File: config.mk
export PLATFORM = sky130hd
export DESIGN_NAME = timer_16bit_countdown
export DESIGN_NICKNAME = d
export VERILOG_FILES = /design/src/rtl/timer_16bit_countdown.sv
export SDC_FILE = /design/constraint.sdc
export NUM_CORES = 1
export LEC_CHECK = 0
export ABC_AREA = 1
export ABC_CLOCK_PERIOD_IN_PS = 4700
export BUFFER_PORTS_ARGS = -buffer_cell sky130_fd_sc_hd__buf_2
export CAP_MARGIN = 20
export CORE_ASPECT_RATIO = 0.7
export CORE_MARGIN = 2
export CORE_UTILIZATION = 45
export DETAILED_ROUTE_END_ITERATION = 8
export PLACE_DENSITY = 0.67
export REMOVE_ABC_BUFFERS = 1
export SLEW_MARGIN = 20
export SYNTH_ARGS = -nofsm -noshare
export SYNTH_HDL_FRONTEND = slang
export SYNTH_SLANG_ARGS = --single-unit
File: constraint.sdc
create_clock -name clock -period 4.7 [get_ports clock]
set_input_delay 0.47 -clock clock [delete_from_list [all_inputs] [get_ports clock]]
set_output_delay 0.47 -clock clock [all_outputs]
set_load 0.01 [all_outputs]
File: src/rtl/timer_16bit_countdown.sv
// timer_16bit_countdown: loadable 16-bit down-counting timer with IDLE/RUN
// sequencing, one-shot or auto-reload operation and a single-cycle expiry pulse.
// Optional prescaler enabled by defining TIMER_CD_PRESCALE_EN (adds the
// PS_WIDTH parameter and the prescale port).
module timer_16bit_countdown #(
  parameter int WIDTH = 16
`ifdef TIMER_CD_PRESCALE_EN
  , parameter int PS_WIDTH = 8
`endif
) (
  input  logic                clock,
  input  logic                reset,
  input  logic                start,
  input  logic                stop,
  input  logic                pause,
  input  logic                auto_reload,
  input  logic [WIDTH-1:0]    load_value,
`ifdef TIMER_CD_PRESCALE_EN
  input  logic [PS_WIDTH-1:0] prescale,
`endif
  output logic                busy,
  output logic                timer_done,
  output logic [WIDTH-1:0]    count
);

  // One-hot style encoding so that the two illegal codes fall into default.
  typedef enum logic [1:0] {
    ST_IDLE = 2'b01,
    ST_RUN  = 2'b10
  } state_e;

  state_e           state_q, state_d;
  logic [WIDTH-1:0] count_q, count_d;
  logic [WIDTH-1:0] reload_q, reload_d;
  logic             done_q, done_d;
  logic             busy_q, busy_d;
  logic             tick_s;
  logic             cnt_zero_s;

  assign cnt_zero_s = (count_q == {WIDTH{1'b0}});

`ifdef TIMER_CD_PRESCALE_EN
  logic [PS_WIDTH-1:0] ps_q, ps_d;

  // Prescaler: divides RUN cycles into ticks; frozen by pause, cleared on start/stop/tick.
  always_comb begin
    tick_s = 1'b0;
    ps_d   = ps_q;
    if (stop || start) begin
      ps_d = {PS_WIDTH{1'b0}};
    end else if ((state_q == ST_RUN) && !pause) begin
      // >= rather than == so a prescale lowered mid-run cannot force a long wrap.
      if (ps_q >= prescale) begin
        tick_s = 1'b1;
        ps_d   = {PS_WIDTH{1'b0}};
      end else begin
        ps_d = ps_q + {{(PS_WIDTH-1){1'b0}}, 1'b1};
      end
    end else begin
      ps_d = ps_q;
    end
  end

  // Prescaler register.
  always_ff @(posedge clock or posedge reset) begin
    if (reset) begin
      ps_q <= {PS_WIDTH{1'b0}};
    end else begin
      ps_q <= ps_d;
    end
  end
`else
  // Without a prescaler every unpaused cycle is a tick.
  always_comb begin
    tick_s = ~pause;
  end
`endif

  // FSM state register.
  always_ff @(posedge clock or posedge reset) begin
    if (reset) begin
      state_q <= ST_IDLE;
    end else begin
      state_q <= state_d;
    end
  end

  // FSM next state: stop beats start, start beats expiry.
  always_comb begin
    state_d = ST_IDLE;
    case (state_q)
      ST_IDLE: begin
        if (stop) begin
          state_d = ST_IDLE;
        end else if (start) begin
          state_d = ST_RUN;
        end else begin
          state_d = ST_IDLE;
        end
      end
      ST_RUN: begin
        if (stop) begin
          state_d = ST_IDLE;
        end else if (start) begin
          state_d = ST_RUN;
        end else if (tick_s && cnt_zero_s && !auto_reload) begin
          state_d = ST_IDLE;
        end else begin
          state_d = ST_RUN;
        end
      end
      default: begin
        state_d = ST_IDLE;
      end
    endcase
  end

  // Datapath and outputs: count/reload updates and the expiry pulse.
  always_comb begin
    count_d  = count_q;
    reload_d = reload_q;
    done_d   = 1'b0;
    if (stop) begin
      count_d = {WIDTH{1'b0}};
    end else if (start) begin
      count_d  = load_value;
      reload_d = load_value;
    end else if ((state_q == ST_RUN) && tick_s) begin
      if (!cnt_zero_s) begin
        count_d = count_q - {{(WIDTH-1){1'b0}}, 1'b1};
      end else begin
        // Expiry: zero is never decremented, so the counter cannot wrap.
        done_d = 1'b1;
        if (auto_reload) begin
          count_d = reload_q;
        end else begin
          count_d = count_q;
        end
      end
    end else begin
      count_d = count_q;
    end
    busy_d = (state_d == ST_RUN);
  end

  // Datapath and output registers.
  always_ff @(posedge clock or posedge reset) begin
    if (reset) begin
      count_q  <= {WIDTH{1'b0}};
      reload_q <= {WIDTH{1'b0}};
      done_q   <= 1'b0;
      busy_q   <= 1'b0;
    end else begin
      count_q  <= count_d;
      reload_q <= reload_d;
      done_q   <= done_d;
      busy_q   <= busy_d;
    end
  end

  assign busy       = busy_q;
  assign timer_done = done_q;
  assign count      = count_q;

endmodule

==> results of run 1 <==
area by class of cell:
| type | count | area [um2] |
|---|---|---|
| inverters | 40 | 150 |
| flip-flops and latches | 36 | 902 |
| fillers | 492 | 2200 |
| multi-input cells | 237 | 1110 |
| clock buffers | 8 | 90.1 |
| well taps | 69 | 86.3 |
| repair buffers | 42 | 218 |
sequential cells by signal (all words and copies together), names as in the netlist:
register,count
timer_done,1
state_q,2
busy,1
count,16
reload_q,16
through the flow:
step	cell area, um2	setup WS (ns)
finish	2550	2.49
global route	2550	2.25
CTS	2550	2.47
detailed placement	2460	2.46
global placement	2460	2.55
floorplan	2160	2.50
power breakdown:
| part | leakage, nW | switching (mW) | total [mW] | internal [mW] |
|---|---|---|---|---|
| clock | 0.0455 | 0.106 | 0.226 | 0.120 |
| sequential | 0.451 | 0.0412 | 0.399 | 0.357 |
| combinational | 0.911 | 0.169 | 0.269 | 0.0997 |
| total | 1.41 | 0.317 | 0.893 | 0.577 |
placed cells by master (no fill, tap or decap), types with 3 or more instances in the layout:
| master | n |
|---|---|
| inv_1 | 38 |
| o21ai_1 | 4 |
| clkbuf_8 | 6 |
| nand4_1 | 4 |
| buf_4 | 3 |
| xor2_1 | 5 |
| dfrtp_1 | 35 |
| nand2_1 | 99 |
| ha_1 | 4 |
| nor2_2 | 8 |
| nand3_1 | 25 |
| buf_2 | 39 |
| a21oi_1 | 17 |
| nor2_1 | 46 |
| o21ai_0 | 16 |
layer usage:
metal / vias to the layer above / wire (um) / GRT usage [%]
li1: 1082 / - / -
met1: 925 / 2660 / 32.4
met2: 64 / 2150 / 31.1
met3: 4 / 361 / 4.49
met4: 0 / 46 / 6.15
met5: - / 0 / 0
worst max-delay path by stage:
stage	end	slack, ns	cells past startpoint
5_1_grt	count[7]$_DFFE_PP0P_	2.25	10
3_3_place_gp	count[9]$_DFFE_PP0P_	2.55	8
6_report	count[7]$_DFFE_PP0P_	2.49	10
2_1_floorplan	busy$_DFF_PP0_	2.50	6
4_1_cts	count[7]$_DFFE_PP0P_	2.47	10
3_5_place_dp	count[4]$_DFFE_PP0P_	2.46	8
worst register-to-register path, stage by stage (launching register included):
cell,delay (ns)
dfrtp_1,0.40
inv_1,0.11
ha_1,0.24
nand2_1,0.07
nor2_1,0.04
nand4_1,0.07
nand2_1,0.27
inv_1,0.61
nand2_1,0.12
nor2_1,0.13
nor2_1,0.05
cell families after synthesis:
kind of cell / Yosys count
flip-flops: 36
XOR/XNOR: 7
buffers and inverters: 49
AND/OR/NAND/NOR: 188
adder cells (fa/ha/maj): 4
AO/OA/AOI/OAI: 38
==> flow_summary.ini, run 1 <==
[logic_synthesis]
synth_top_cell_by_area = dfrtp_1
synthesis.area_um2 = 2210
synth_cell_type_count = 24
synth.area.top_cells = dfrtp_1 40%, nand2_1 17%, nor2_1 8.0%, inv_1 6.5%, nand3_1 5.7%
synth_compound_area_share_pct = 8.79
synth_edf_count = 0
synth_ff_type = dfrtp_1
yosysMostFrequentCell = nand2_1
postSynthAreaPerCell_um2 = 6.85
synth-simple-area-share_pct = 36.3
ys_warn_count = 0
synth_top_family_by_area = simple AND/OR/NAND/NOR gates
synthAdderAreaFrac_pct = 2.27
synth_cells = 322
ys_seq_elements = 36
synth_commonest_cells = 99 x nand2_1, 47 x nor2_1, 38 x inv_1
async_flop_share_pct = 100
ys_seq_area_share_pct = 40.9
yosysTopAreaCellShare_pct = 39.7
synth-xor-area-share_pct = 2.78
synthMuxAreaShare_pct = 0

[global_routing]
grt_pass1_wl_um = 9400
grt_usage_pct = 21.5
grt_overflow = 0
antenna_found_initial = 0
first_global_vias = 2046
grt_max_degree = 37

[critical_path]
crit_family = simple AND/OR/NAND/NOR gates
start_kind = register
crit_type = reg -> reg
critPathMaxStageDelay_ns = 0.61
worst_setup_path_end_kind = register
r2r_slack_ns = 2.49
r2r-end = count[7]$_DFFE_PP0P_
crit_slowest_cell = inv_1
crit_buf_inv = 2
cp.arrival_ns = 2.39
startpoint = count[0]$_DFFE_PP0P_
critPathMaxFanout = 22
timing.rr.start = count[0]$_DFFE_PP0P_
reg2reg_depth = 10
crit_chain = inv_1 -> ha_1 -> nand2_1 -> nor2_1 -> nand4_1 -> nand2_1 -> inv_1 -> nand2_1 -> nor2_1 -> nor2_1
required_ns = 4.88

[clock_network]
cts_setup_buffers = 0
cts_resized = 0
cts_buffers = 5
cts-root-buf = clkbuf_8
clock_latency_ns = 0.29
cts.sinks = 36
cts_hold_buffers = 0
cts_tree = built
ctsHtreeMaxLevel = 2
clkTransAtPathRegs_ns = 0.07
cts_max_path_buffers = 2

[floorplan]
die_x_um = 87.7
num_io_pins = 40
die-area_um2 = 5490
core_um2 = 4760
die_height_um = 62.6
start_util_pct = 46.4
rows = 21

[power_and_ir_drop]
pwr_density_cell_nw_per_um2 = 350
finalPower_uw = 893
ir_worst_vdd_v = 0.000216
p_leak_nw = 1.41

[sta]
hold_ws_ns = 0.267
fin_crit_ns = 2.21
tns_ns = 0
hold_viol_final = 0
setup_violations = 0
max_freq_mhz = 452
worst_pin_slew_ns = 0.662
rsz0062_at_grt = no
slew_viol_final = 0
min_period_over_period_pct = 47.1
fin_skew_ns = 0.00669
relSlewSlack_pct = 55.8

[routing]
drc = 0
ant_nets = 0
vias = 2075
vias_per_cell = 4.80
first_pass_iters = 4
first_iter_violations = 137
drt-total-wl_um = 5220
wl_per_cell_um = 12.1

[place]
gp_congestion = 0.815
dp.final_hpwl_um = 3740
place_inst = 424
io_buffers = 39

[cells_and_area]
finalNetCount = 388
fin_util_pct = 53.7
areaGrowthSynthToFinish_pct = 15.8
final_cells = 432
diodes = 0
final_layout_size_suffix_gt1_share_pct = 17.6

[outcome]
status = complete, no violations

[min_path]
hold_class = in -> async

[flow_run]
max_cap_violations = 0
(Power assumes the default switching activity.)
==> run 2: changes to the inputs <==
--- a/config.mk
+++ b/config.mk
@@ -6,14 +6,14 @@
 export NUM_CORES = 1
 export LEC_CHECK = 0
 export ABC_AREA = 1
-export ABC_CLOCK_PERIOD_IN_PS = 4700
+export ABC_CLOCK_PERIOD_IN_PS = 1800
 export BUFFER_PORTS_ARGS = -buffer_cell sky130_fd_sc_hd__buf_2
 export CAP_MARGIN = 20
 export CORE_ASPECT_RATIO = 0.7
 export CORE_MARGIN = 2
 export CORE_UTILIZATION = 45
 export DETAILED_ROUTE_END_ITERATION = 8
-export PLACE_DENSITY = 0.67
+export PLACE_DENSITY = 0.69
 export REMOVE_ABC_BUFFERS = 1
 export SLEW_MARGIN = 20
 export SYNTH_ARGS = -nofsm -noshare
==> constraint.sdc (replaced) <==
create_clock -name clock -period 1.8 [get_ports clock]
set_input_delay 0.18 -clock clock [delete_from_list [all_inputs] [get_ports clock]]
set_output_delay 0.18 -clock clock [all_outputs]
set_load 0.01 [all_outputs]
==> run 2 against run 1 <==
Effect of this change: fmax rose by 32%; critical path depth unchanged; final cell count up 5.1%; highest routed layer unchanged; combinational power grew to 3.1 times the previous value; critical path type unchanged.
==> flow_summary.ini, run 2 (same netlist as run 1, synthesis figures left out) <==
[sta]
fin_skew_ns = 0.00444
fin_ws_ns = 0.127
max_freq_mhz = 598
hold_ws_ns = 0.0950
slew_viol_final = 0
fin_crit_ns = 1.67
worst_pin_slew_ns = 0.518
setup_violations = 0
hold_viol_final = 0
min_period_over_period_pct = 93.0
relSlewSlack_pct = 65.5

[routing]
vias_per_cell = 4.86
first_iter_violations = 116
wl_per_cell_um = 13.0
drt-total-wl_um = 5900
ant_nets = 0
vias = 2208
first_pass_iters = 4
drc = 0

[cells_and_area]
final_layout_size_suffix_gt1_share_pct = 24.4
final_common_cell = nand2_1
final_cells = 454
finalNetCount = 410
fin_util_pct = 58.4
fillers = 469
diodes = 0
final_cell_mix = 97 x nand2_1, 45 x nor2_1, 39 x buf_2
areaGrowthSynthToFinish_pct = 25.9

[global_routing]
first_global_vias = 2154
use_met3_pct = 4.10
grt_pass1_wl_um = 9960
grt.busiest_layer = met2
use_met2_pct = 35.4
antenna_found_initial = 0
grt_use_met1_pct = 33.5
grt_max_degree = 37
grt_usage_pct = 23.4
grt_overflow = 0

[critical_path]
startpoint = count[4]$_DFFE_PP0P_
crit_chain = nor2_2 -> nand2_2 -> nor2_4 -> nand3_4 -> buf_4 -> nand2_1 -> nand2_1 -> o21ai_0 -> nand2_1 -> nand2_1
worst_setup_path_end_kind = register
crit_slowest_cell = dfrtp_1
critPathMaxStageDelay_ns = 0.45
cp.arrival_ns = 1.91
start_kind = register
reg2reg_depth = 10
r2r_slack_ns = 0.13
required_ns = 2.04
r2r-end = count[2]$_DFFE_PP0P_
crit_type = reg -> reg
path_common_cell = nand2_1
timing.rr.start = count[4]$_DFFE_PP0P_
crit_family = simple AND/OR/NAND/NOR gates
critPathMaxFanout = 5
crit_buf_inv = 1

[place]
gp_congestion = 0.875
io_buffers = 39
place_inst = 438
dp.final_hpwl_um = 4080
place_ws_ns = 0.0326

[power_and_ir_drop]
ir_worst_vdd_v = 0.000382
pwr_density_cell_nw_per_um2 = 884
p_leak_nw = 1.50

[min_path]
whs_endpoint = reload_q[10]$_DFFE_PP0P_
hold_class = in -> reg
hp-start = load_value[10]
min_delay_path_depth = 3

[floorplan]
die_x_um = 87.7
num_io_pins = 40
start_util_pct = 46.4
die_height_um = 62.6
die-area_um2 = 5490
rows = 21
core_um2 = 4760

[clock_network]
ctsHtreeMaxLevel = 2
cts_tree = built
clock_latency_ns = 0.30
cts_buffers = 5
cts_max_path_buffers = 2
cts.sinks = 36
cts-root-buf = clkbuf_8
clkTransAtPathRegs_ns = 0.07

[flow_run]
max_cap_violations = 0

[outcome]
status = complete, no violations
## run 2: cell count changes in the layout (fill, tap and decap cells not counted), sizes merged
cell         delta
clkinvlp        +4
inv             -2
dlygate4sd3     +1
buf            +19
## run 2: timing repair
action	in CTS	in global routing
hold buffers	1	0
gates resized for setup	0	15
endpoints found under the setup margin	0	18
buffers inserted	0	5
endpoints found under the hold margin	27	0
## run 2: routing by layer
metal	vias to the layer above	share of wire [%]
li1	1124	-
met1	1040	51
met2	36	43
met3	8	3.6
met4	0	1.4
met5	-	0
## run 2: worst min-delay path, stage by stage
cell and delay [ns]:
buf_2 0.09, nand2_1 0.05, nand2_1 0.05
## run 2: worst max-delay path by stage
stage | to | cells past startpoint
final | count[2]$_DFFE_PP0P_ | 10
after global routing | count[2]$_DFFE_PP0P_ | 11
after CTS | count[2]$_DFFE_PP0P_ | 11
after floorplan | busy$_DFF_PP0_ | 6
after detailed placement | count[2]$_DFFE_PP0P_ | 11
after global placement | count[2]$_DFFE_PP0P_ | 11
## run 2: area by class of cell
class / instances / area, um2 / share of cell area [%]
multi-input combinational: 237 / 1140 / 41.2
inverter: 40 / 158 / 5.68
timing repair buffer: 62 / 383 / 13.8
clock buffer: 8 / 90.1 / 3.24
timing repair inverter: 2 / 15.0 / 0.541
sequential: 36 / 902 / 32.5
tap: 69 / 86.3 / 3.11
## run 2: power breakdown
| part | internal [mW] | switching [mW] |
|---|---|---|
| clock | 0.312 | 0.292 |
| sequential | 0.933 | 0.0840 |
| combinational | 0.324 | 0.511 |
| total | 1.57 | 0.886 |
## run 2: per-stage QoR
| stage | area (um2) | total power, mW | TNS, ns |
|---|---|---|---|
| 6_report | 2780 | 2.46 | 0 |
| 5_1_grt | 2780 | 2.64 | -0.0284 |
| 4_1_cts | 2670 | 2.43 | 0 |
| 3_5_place_dp | 2570 | 1.82 | 0 |
| 3_3_place_gp | 2570 | 1.81 | 0 |
| 2_1_floorplan | 2160 | 1.54 | -0.172 |
==> run 3: changes to the inputs <==
--- a/config.mk
+++ b/config.mk
@@ -9,11 +9,14 @@
 export ABC_CLOCK_PERIOD_IN_PS = 1800
 export BUFFER_PORTS_ARGS = -buffer_cell sky130_fd_sc_hd__buf_2
 export CAP_MARGIN = 20
+export CELL_PAD_IN_SITES_DETAIL_PLACEMENT = 1
+export CELL_PAD_IN_SITES_GLOBAL_PLACEMENT = 1
 export CORE_ASPECT_RATIO = 0.7
 export CORE_MARGIN = 2
-export CORE_UTILIZATION = 45
+export CORE_UTILIZATION = 35
+export CTS_CLUSTER_SIZE = 24
 export DETAILED_ROUTE_END_ITERATION = 8
-export PLACE_DENSITY = 0.69
+export PLACE_DENSITY = 0.75
 export REMOVE_ABC_BUFFERS = 1
 export SLEW_MARGIN = 20
 export SYNTH_ARGS = -nofsm -noshare
==> run 3 against run 2 <==
Effect of this change: non-clock buffer count down 6; largest cell class unchanged; via count is 0.63% lower; highest routed layer unchanged; sequential cell count unchanged; worst hold slack about the same.
==> flow_summary.ini, run 3 (same netlist as run 1, synthesis figures left out) <==
[cells_and_area]
fillers = 797
final_common_cell = nand2_1
areaGrowthSynthToFinish_pct = 23.8
diodes = 0
final_cell_mix = 97 x nand2_1, 44 x nor2_1, 39 x buf_2
finalNetCount = 403
final_cells = 456
final_layout_size_suffix_gt1_share_pct = 24.3

[clock_network]
cts-root-buf = clkbuf_8
cts_buffers = 5
clkTransAtPathRegs_ns = 0.08
clock_latency_ns = 0.30
cts.sinks = 36
cts_setup_buffers = 0
cts_max_path_buffers = 2
ctsHtreeMaxLevel = 2
cts_tree = built

[global_routing]
first_global_vias = 2235
grt_pass1_wl_um = 10800
grt_overflow = 0
grt_max_degree = 37
antenna_found_initial = 0
grt_usage_pct = 20.0

[place]
io_buffers = 39
place_inst = 446
dp.final_hpwl_um = 4920
gp_congestion = 0.843

[critical_path]
reg2reg_depth = 10
critPathMaxFanout = 10
start_kind = register
cp.arrival_ns = 1.90
crit_type = reg -> reg
worst_setup_path_end_kind = register
required_ns = 2.04

[sta]
fin_skew_ns = 0.00719
slew_viol_final = 0
setup_violations = 0
worst_pin_slew_ns = 0.498
fin_crit_ns = 1.66
min_period_over_period_pct = 92.0
max_freq_mhz = 604
relSlewSlack_pct = 66.8
hold_viol_final = 0
rsz0062_at_grt = no
hold_ws_ns = 0.0949

[flow_run]
max_cap_violations = 0

[routing]
vias_per_cell = 4.81
wl_per_cell_um = 14.7
drc = 0
first_pass_iters = 6
vias = 2194
first_iter_violations = 49
drt-total-wl_um = 6700
ant_nets = 0

[outcome]
status = complete, no violations

[power_and_ir_drop]
pwr_density_cell_nw_per_um2 = 913
p_leak_nw = 1.48
ir_worst_vdd_v = 0.000338

[floorplan]
die_height_um = 70.4
die_x_um = 98.9
die-area_um2 = 6960
start_util_pct = 35.8
core_um2 = 6160
num_io_pins = 40
rows = 24

[min_path]
min_delay_path_depth = 3
hold_class = in -> reg
[run 3: cell count changes in the layout (fill, tap and decap cells not counted), moves of 2 or more]
cell,change
clkbuf_1,-2
buf_4,-6
inv_2,+3
clkinv_2,+2
clkinvlp_4,-4
[run 3: where the power goes]
group	total, mW	switching, mW	leakage (nW)	internal, mW
registers	1.03	0.100	0.450	0.934
logic	0.831	0.518	0.978	0.313
clock network	0.628	0.322	0.0510	0.306
[run 3: layer usage]
layer | GRT usage, % | share of wire (%) | vias to the layer above
li1 | - | - | 1113
met1 | 28.1 | 51 | 1031
met2 | 30.9 | 43 | 43
met3 | 4.80 | 4.3 | 7
met4 | 5.02 | 1.1 | 0
met5 | 0 | 0 | -
[run 3: critical path, stage by stage (launching register included)]
cell	delay [ns]
dfrtp_1	0.40
inv_2	0.08
ha_4	0.15
nand2_1	0.06
nor2_2	0.23
nand3_4	0.21
inv_2	0.15
nor2_1	0.06
nor2_1	0.11
nor2_1	0.05
nor2_1	0.07
[run 3: path summary, 6_finish.rpt]
| check | from | to | slack, ns |
|---|---|---|---|
| setup / recovery | count[1]$_DFFE_PP0P_ | count[7]$_DFFE_PP0P_ | 0.14 |
| hold / removal | load_value[9] | reload_q[9]$_DFFE_PP0P_ | 0.09 |
| setup reg to reg | count[1]$_DFFE_PP0P_ | count[7]$_DFFE_PP0P_ | 0.14 |
| hold reg to reg | reload_q[11]$_DFFE_PP0P_ | reload_q[11]$_DFFE_PP0P_ | 0.47 |
| max in group asynchronous | reset | state_q[0]$_DFF_PP1_ | 0.89 |
| min in group asynchronous | reset | reload_q[9]$_DFFE_PP0P_ | 0.53 |
[run 3: layout make-up]
cell class	count	area, um2	area share [%]
well taps	78	97.6	3.57
flip-flops and latches	36	903	33.1
inverters	40	150	5.50
multi-input cells	238	1160	42.4
repair buffers	56	329	12.0
clock inverters	2	10.0	0.366
clock buffers	6	82.6	3.02
[run 3: through the flow]
step / cell area [um2] / utilization [%] / TNS, ns / power (mW) / setup WS (ns)
final: 2730 / 44.4 / 0 / 2.49 / 0.144
after global routing: 2730 / 44.4 / 0 / 2.68 / 0.000422
after CTS: 2680 / 43.5 / 0 / 2.49 / 0.0594
after detailed placement: 2570 / 41.8 / 0 / 1.84 / 0.0242
after global placement: 2570 / 41.8 / 0 / 1.81 / 0.114
after floorplan: 2160 / - / -0.172 / 1.54 / -0.109
[run 3: what timing repair did]
action                                  4_1_cts  5_1_grt
pin swaps                                     0        3
hold buffers                                  1        0
endpoints found under the hold margin        11        0
endpoints found under the setup margin        1       13
cloned                                        0        1
resized for setup                             1       16
